`config.mk`:
```
export PLATFORM = sky130hd
export DESIGN_NAME = hazard_stall_ctrl
export DESIGN_NICKNAME = d
export VERILOG_FILES = /design/src/rtl/hazard_stall_ctrl.sv
export SDC_FILE = /design/constraint.sdc
export NUM_CORES = 1
export LEC_CHECK = 0
export ABC_AREA = 1
export CELL_PAD_IN_SITES_DETAIL_PLACEMENT = 2
export CELL_PAD_IN_SITES_GLOBAL_PLACEMENT = 2
export CORE_UTILIZATION = 27
export CTS_BUF_LIST = sky130_fd_sc_hd__clkbuf_8
export CTS_CLUSTER_DIAMETER = 200
export DETAILED_ROUTE_END_ITERATION = 10
export PLACE_DENSITY = 0.82
export SYNTH_ARGS = -nofsm -noshare
export SYNTH_HDL_FRONTEND = slang
export SYNTH_SLANG_ARGS = --single-unit
```
`constraint.sdc`:
```
create_clock -name clk -period 2.5 [get_ports clk]
set_clock_uncertainty 0.1 [all_clocks]
set_input_delay 0.75 -clock clk [delete_from_list [all_inputs] [get_ports clk]]
set_output_delay 0.75 -clock clk [all_outputs]
set_load 0.05 [all_outputs]
```
`src/rtl/hazard_stall_ctrl.sv`:
```
// Hazard/stall controller for the 5-stage pipeline.
// Sits beside ID and drives the PC, IF/ID and ID/EX write enables together
// with the ID/EX bubble and IF/ID flush controls. It handles multi-cycle
// load-use stalls, a multi-cycle EX-op (multiply) freeze and taken-branch
// flush, and keeps a saturating count of cycles in which the PC was held.
//
// state        | meaning
// -------------+----------------------------------------------------------
// S_IDLE       | no stall in progress; detects new load-use / mul / branch
// S_LOAD_STALL | remaining cycles of a load-use stall (cnt = cycles left-1)
// S_MUL_BUSY   | remaining cycles of a multi-cycle EX op (cnt = left-1)

module hazard_stall_ctrl #(
  parameter int REG_W    = 5,
  parameter int LOAD_LAT = 1,
  parameter int MUL_LAT  = 4,
  parameter int CNT_W    = 16
) (
  input  logic             clk,
  input  logic             rst,
  input  logic [REG_W-1:0] IFIDRegRs,
  input  logic [REG_W-1:0] IFIDRegRt,
  input  logic             IFIDUsesRt,
  input  logic [REG_W-1:0] IDEXRegRt,
  input  logic             IDEXMemRead,
  input  logic             IDEXMulStart,
  input  logic             branchTaken,
  input  logic             statClr,
  output logic             PCWr,
  output logic             IFIDWr,
  output logic             IDEXWr,
  output logic             hazCtrl,
  output logic             IFIDFlush,
  output logic [CNT_W-1:0] stallCount
);

  // Elaboration-time parameter range checks.
  generate
    if (REG_W < 1) begin : g_bad_reg_w
      $error("hazard_stall_ctrl: REG_W must be >= 1");
    end
    if (LOAD_LAT < 1 || LOAD_LAT > 7) begin : g_bad_load_lat
      $error("hazard_stall_ctrl: LOAD_LAT must be in 1..7");
    end
    if (MUL_LAT < 1 || MUL_LAT > 15) begin : g_bad_mul_lat
      $error("hazard_stall_ctrl: MUL_LAT must be in 1..15");
    end
    if (CNT_W < 1) begin : g_bad_cnt_w
      $error("hazard_stall_ctrl: CNT_W must be >= 1");
    end
  endgenerate

  // The first stall cycle is spent in IDLE, so the counter is loaded with
  // (remaining cycles - 1) and the state exits when it reads zero.
  localparam int         LOAD_INIT = (LOAD_LAT > 1) ? (LOAD_LAT - 2) : 0;
  localparam int         MUL_INIT  = (MUL_LAT > 2)  ? (MUL_LAT - 3)  : 0;
  localparam logic [3:0] LOAD_CNT  = 4'(LOAD_INIT);
  localparam logic [3:0] MUL_CNT   = 4'(MUL_INIT);

  typedef enum logic [1:0] {
    S_IDLE       = 2'd0,
    S_LOAD_STALL = 2'd1,
    S_MUL_BUSY   = 2'd2
  } state_t;

  state_t           r_state;
  state_t           w_state_nxt;
  logic [3:0]       r_cnt;
  logic [3:0]       w_cnt_nxt;
  logic             w_lu_haz;
  logic             w_cnt_sat;
  logic [CNT_W-1:0] r_stall_cnt;

  // Load-use hazard: MemRead gates both compares; r0 never hazards.
  assign w_lu_haz = IDEXMemRead
                  & (IDEXRegRt != '0)
                  & ((IDEXRegRt == IFIDRegRs)
                     | (IFIDUsesRt & (IDEXRegRt == IFIDRegRt)));

  assign w_cnt_sat  = (r_stall_cnt == {CNT_W{1'b1}});
  assign stallCount = r_stall_cnt;

  // State and down-counter register.
  always_ff @(posedge clk or posedge rst) begin
    if (rst) begin
      r_state <= S_IDLE;
      r_cnt   <= 4'd0;
    end else begin
      r_state <= w_state_nxt;
      r_cnt   <= w_cnt_nxt;
    end
  end

  // Next-state and output decode in priority order: mul freeze, branch
  // flush, load stall continuation, new load-use, normal run.
  always_comb begin
    w_state_nxt = r_state;
    w_cnt_nxt   = r_cnt;
    PCWr        = 1'b1;
    IFIDWr      = 1'b1;
    IDEXWr      = 1'b1;
    hazCtrl     = 1'b0;
    IFIDFlush   = 1'b0;

    if (!rst) begin
      if (r_state == S_MUL_BUSY) begin
        PCWr   = 1'b0;
        IFIDWr = 1'b0;
        IDEXWr = 1'b0;
        if (r_cnt == 4'd0) begin
          w_state_nxt = S_IDLE;
        end else begin
          w_cnt_nxt = r_cnt - 4'd1;
        end
      end else if (r_state == S_IDLE && IDEXMulStart && MUL_LAT > 1) begin
        PCWr   = 1'b0;
        IFIDWr = 1'b0;
        IDEXWr = 1'b0;
        // A two-cycle op only needs this one freeze cycle.
        if (MUL_LAT > 2) begin
          w_state_nxt = S_MUL_BUSY;
          w_cnt_nxt   = MUL_CNT;
        end
      end else if (branchTaken) begin
        // Redirect: let the PC load the target, squash IF/ID and bubble ID/EX.
        IFIDFlush   = 1'b1;
        hazCtrl     = 1'b1;
        w_state_nxt = S_IDLE;
        w_cnt_nxt   = 4'd0;
      end else if (r_state == S_LOAD_STALL) begin
        PCWr    = 1'b0;
        IFIDWr  = 1'b0;
        hazCtrl = 1'b1;
        if (r_cnt == 4'd0) begin
          w_state_nxt = S_IDLE;
        end else begin
          w_cnt_nxt = r_cnt - 4'd1;
        end
      end else if (r_state == S_IDLE && w_lu_haz) begin
        PCWr    = 1'b0;
        IFIDWr  = 1'b0;
        hazCtrl = 1'b1;
        if (LOAD_LAT > 1) begin
          w_state_nxt = S_LOAD_STALL;
          w_cnt_nxt   = LOAD_CNT;
        end
      end else begin
        // Normal run; also recovers an unencoded state back to IDLE.
        w_state_nxt = S_IDLE;
      end
    end
  end

  // Saturating count of cycles with the PC held; clear wins over increment.
  always_ff @(posedge clk or posedge rst) begin
    if (rst) begin
      r_stall_cnt <= '0;
    end else if (statClr) begin
      r_stall_cnt <= '0;
    end else if (!PCWr && !w_cnt_sat) begin
      r_stall_cnt <= r_stall_cnt + 1'b1;
    end
  end

endmodule
```
==> Word-level counts from Yosys, hierarchy flattened <==
Cells that the tools add are included.
{ "totals": {"register_bits": 22, "in_bits": 22, "out_inout_bits": 21, "wordCells": 60} }
{ "op_classes": {"addsub": 2, "n_eq_ne": 6, "muxes": 32, "n_bitwise": 5, "n_reduce_logical": 12} }
{ "ops": {"columns": ["cell", "count"], "rows": [
  ["2-to-1 mux 16 bit", 2],
  ["2-to-1 mux 4 bit", 5],
  ["2-to-1 mux 1 bit", 19],
  ["adder 16 x 1 -> 16 bit (second input constant)", 1],
  ["equality test 16 bit (second input constant)", 1],
  ["2-to-1 mux 2 bit", 6],
  ["equality test 5 bit", 2],
  ["inequality test 5 bit (second input constant)", 1],
  ["nonzero test 5 bit", 1],
  ["zero test 4 bit", 1],
  ["AND reduction 2 bit", 2],
  ["nonzero test 4 bit", 1],
  ["subtractor 4 x 1 -> 4 bit (second input constant)", 1],
  ["AND 1 bit", 3],
  ["logical AND 1 bit", 3],
  ["equality test 2 x 1 -> 1 bit (second input constant)", 1],
  ["equality test 2 bit (second input constant)", 1],
  ["zero test 1 bit", 2],
  ["zero test 2 bit", 1],
  ["nonzero test 2 bit", 1],
  ["NOT 1 bit", 1],
  ["OR 1 bit", 1]
]} }

==> Logic depth before layout (Yosys ltp) <==
{ "depth": {"depth_word": 15, "ltp_mapped": 13} }

==> Worst setup path before layout <==
Ideal clock, no wire load.
{ "synth_timing": {"path_kind": "input -> output", "startpoint": "in rst", "endpoint": "out hazCtrl", "arrival_ns": 2.249, "required_ns": 1.650, "setup_slack_ns": -0.599, "path_stages": 3, "cell_sequence": "inv_1 nand2_1 a31oi_1"} }
{ "synth_between": {"elab_chain_len": 1} }
{ "synth_lines": {"columns": ["element", "line", "text"], "rows": [
  ["start, declared", "20", "input logic rst,"],
  ["2-to-1 mux 1 bit", "105", "if (!rst) begin"],
  ["end, declared", "32", "output logic hazCtrl,"]
]} }
No other way between the ends.

==> Worst setup path in the final report <==
{ "layout_timing": {"startpoint": "in IDEXRegRt[0]", "endpoint": "out hazCtrl"} }
{ "layout_between": {"elab_chain_len": 11} }
{ "layout_lines": {"columns": ["element", "line", "text"], "rows": [
  ["start, declared", "24", "input logic [REG_W-1:0] IDEXRegRt,"],
  ["equality test 5 bit", "78", "| (IFIDUsesRt & (IDEXRegRt == IFIDRegRt)));"],
  ["AND 1 bit", "78", null],
  ["OR 1 bit", "78", null],
  ["AND 1 bit *", "77", "& ((IDEXRegRt == IFIDRegRs)"],
  ["logical AND 1 bit *", "139", "end else if (r_state == S_IDLE && w_lu_haz) begin"],
  ["2-to-1 mux 1 bit *", "139", null],
  ["2-to-1 mux 1 bit *", "130", "end else if (r_state == S_LOAD_STALL) begin"],
  ["2-to-1 mux 1 bit *", "124", "end else if (branchTaken) begin"],
  ["2-to-1 mux 1 bit *", "115", "end else if (r_state == S_IDLE && IDEXMulStart && MUL_LAT > 1) begin"],
  ["2-to-1 mux 1 bit *", "106", "if (r_state == S_MUL_BUSY) begin"],
  ["2-to-1 mux 1 bit *", "105", null]
]} }
Every way passes the cells marked *; elsewhere a longest branch is shown, timed or not.

==> flow_summary.json <==
{
  "status": "finished, violations left",
  "violations": "setup timing",
  "fp.dieW_um": 82.0,
  "gp_congestion": 0.748,
  "yosysSeqAreaShare_pct": 31.9,
  "die_h_um": 82.0,
  "internal-power_uw": 933,
  "hpwl_mm": 4.31,
  "cts_tree": "built",
  "grt_pass1_wl_mm": 9.19,
  "drt_iter0_drc": 23,
  "synth_top_area_cell": "dfrtp_1",
  "ioPinCount": 43,
  "slew_headroom_pct": 66.9,
  "register_area_um2": 551,
  "drc": 0,
  "placement.cell_area_um2": 2380,
  "syn_avg_cell_area_um2": 6.88,
  "dp_cells": 378,
  "worst_setup_path_start_kind": "input port",
  "root_buffer": "clkbuf_8",
  "total_power_mw": 1.57,
  "met3_wirelength_um": 169,
  "syn2layout_area_growth_pct": 47.5,
  "overflow": 0,
  "dp_slack_ns": -0.570,
  "cts_max_path_buffers": 2,
  "synth-warning-count": 0,
  "hp-start": "stallCount[1]$_DFFE_PP0P_",
  "powerDensity_nw_per_um2": 618,
  "synth_edf_count": 0,
  "clk_pin_slew_worst_paths_ns": 0.08,
  "multi_input_area_um2": 1100,
  "ff2ff_setup_slack_ns": 0.56,
  "final-max-slew-violation-count": 0,
  "first_global_vias": 1979,
  "r2r-start": "stallCount[0]$_DFFE_PP0P_",
  "ant_nets": 0,
  "core_area_um2": 6060,
  "combPwrFrac_pct": 49.9,
  "grt_util_all_layers_pct": 18.0,
  "power.switching_uw": 641,
  "hold_slack_ns": 0.479,
  "instances_no_fill": 385,
  "critPathArrivalTime_ns": 1.68,
  "wire_per_inst_um": 14.7,
  "tns_ns": -0.0768,
  "fin_ws_ns": -0.0290,
  "htree_num_levels": 1,
  "yosysMostFrequentCell": "nand2_1",
  "synth_top_cell_area_share_pct": 31.9,
  "rsz0062_at_grt": "true",
  "worstPathRequired_ns": 1.65,
  "cts.sinks": 22,
  "worstSetupPathType": "in2out",
  "finalSetupViolCount": 3,
  "synthesis.nets": 275,
  "routed.top_layer": "met4",
  "final.min_clock_period_ns": 2.53,
  "grt_max_degree": 25,
  "endpoint_kind": "output port",
  "clockPowerShare_pct": 21.7,
  "fmax_ghz": 0.395,
  "ys_top_cells_by_count": "nand2_1, nor2_1, inv_1",
  "p_seq_share_pct": 28.4,
  "ys_async_sr_fraction_pct": 100,
  "firstDrtPassIters": 4,
  "clk_latency_ns": 0.27,
  "worst_ir_drop_vdd_uv": 249,
  "drive_above_1_share_pct": 34.2,
  "fillCellCount": 720,
  "yosys-top-cells-area": "dfrtp_1, nand2_1, nor2_1",
  "rr_worst_depth": 10,
  "post_drt_via_cell_ratio": 4.71,
  "initial_core_util_pct": 28.5,
  "ctsHoldBuffers": 0,
  "fin_area_um2": 2550,
  "synth_cells": 251,
  "via_count": 1812,
  "cap_violations": 0,
  "tightest_slew_ns": 0.495,
  "rows": 28,
  "port_buffers": 42,
  "met2RoutedLength_mm": 2.92,
  "numCtsBuffers": 3,
  "netlist_area_um2": 1730,
  "crit_fanout": 5,
  "power_leakage_nw": 1.26,
  "ys_types": 33,
  "ys.flop_type": "dfrtp_1",
  "post-route-period-util_pct": 101,
  "hold_viol_final": 0,
  "hold_path_class": "reg2reg",
  "utilization_pct": 42.0,
  "wl_met1_mm": 2.49,
  "ys_seq_elements": 22,
  "antenna_found_initial": 0,
  "sw_frac_of_total_pct": 40.7,
  "routed_wl_mm": 5.66,
  "layout.nets": 335,
  "n_antenna_cell": 0,
  "dieArea_um2": 6720,
  "hold_path_depth": 2,
  "setup.worst_path.start": "IDEXRegRt[0]"
}
[critical path, stage by stage]
cell	delay, ns
buf_8	0.11
nand2_1	0.07
nand2_1	0.06
nor2_1	0.10
nand3_1	0.08
nand2_1	0.08
nand2_2	0.09
a31oi_4	0.15
buf_6	0.18
[state kept, by name, indices dropped and copies added (netlist names)]
register    flops
r_state         2
r_cnt           4
stallCount     16
[routing by layer]
metal	vias up	track usage [%]
met5	-	0
met4	0	4.91
met3	8	1.78
met2	32	34.0
met1	873	21.3
li1	899	-
[worst paths after layout]
path                                         endpoint
setup / recovery                              hazCtrl
hold / removal              stallCount[1]$_DFFE_PP0P_
setup reg to reg           stallCount[12]$_DFFE_PP0P_
hold reg to reg             stallCount[1]$_DFFE_PP0P_
max in group asynchronous   stallCount[4]$_DFFE_PP0P_
min in group asynchronous        r_cnt[2]$_DFFE_PP0P_
[cells by family after synthesis]
logic type | synth area share (%)
simple gates | 44.4
compound gates | 6.31
fa+ha+maj | 1.45
flops | 31.9
xor+xnor | 6.59
buf+inv | 9.35
[layout make-up]
class | count | area share, %
clock buffers | 3 | 1.62
multi-input cells | 190 | 43.3
well taps | 75 | 3.68
inverters | 33 | 5.21
flip-flops and latches | 22 | 21.6
repair buffers | 61 | 23.4
clock inverters | 1 | 1.18
[power groups by stage]
stage | clock network (mW) | logic, mW | registers, mW
2_1_floorplan | 0 | 0.420 | 0.499
3_3_place_gp | 0 | 0.706 | 0.453
3_5_place_dp | 0 | 0.736 | 0.456
4_1_cts | 0.351 | 0.772 | 0.449
5_1_grt | 0.363 | 0.854 | 0.455
6_report | 0.342 | 0.784 | 0.447
[placed cells by master, fill, tap and decap left out, types with 2 or more instances in the layout]
cell	netlist	routed
nand2_1	68	58
nor2_1	33	28
nand3_1	24	24
buf_4	2	22
dfrtp_1	22	22
nand2_2	13	21
inv_1	29	19
clkdlybuf4s50_1	0	14
buf_6	1	11
inv_2	3	10
nor2_2	6	8
xnor2_1	7	7
o21ai_0	8	7
xor2_1	6	6
nor2_4	2	5
buf_8	0	4
nand2_4	1	3
nor3_1	3	3
clkbuf_8	0	3
dlygate4sd2_1	0	3
buf_2	0	3
buf_12	0	3
inv_4	0	2
nand4_1	2	2
nand3_4	1	2
a21oi_1	2	2
ha_1	2	2
[timing repair]
item | in CTS | in global routing
gates resized for setup | 96 | 22
pin swaps | 28 | 20
endpoints found under the setup margin | 5 | 3
setup buffers | 2 | 1
(Power assumes the default switching activity.)
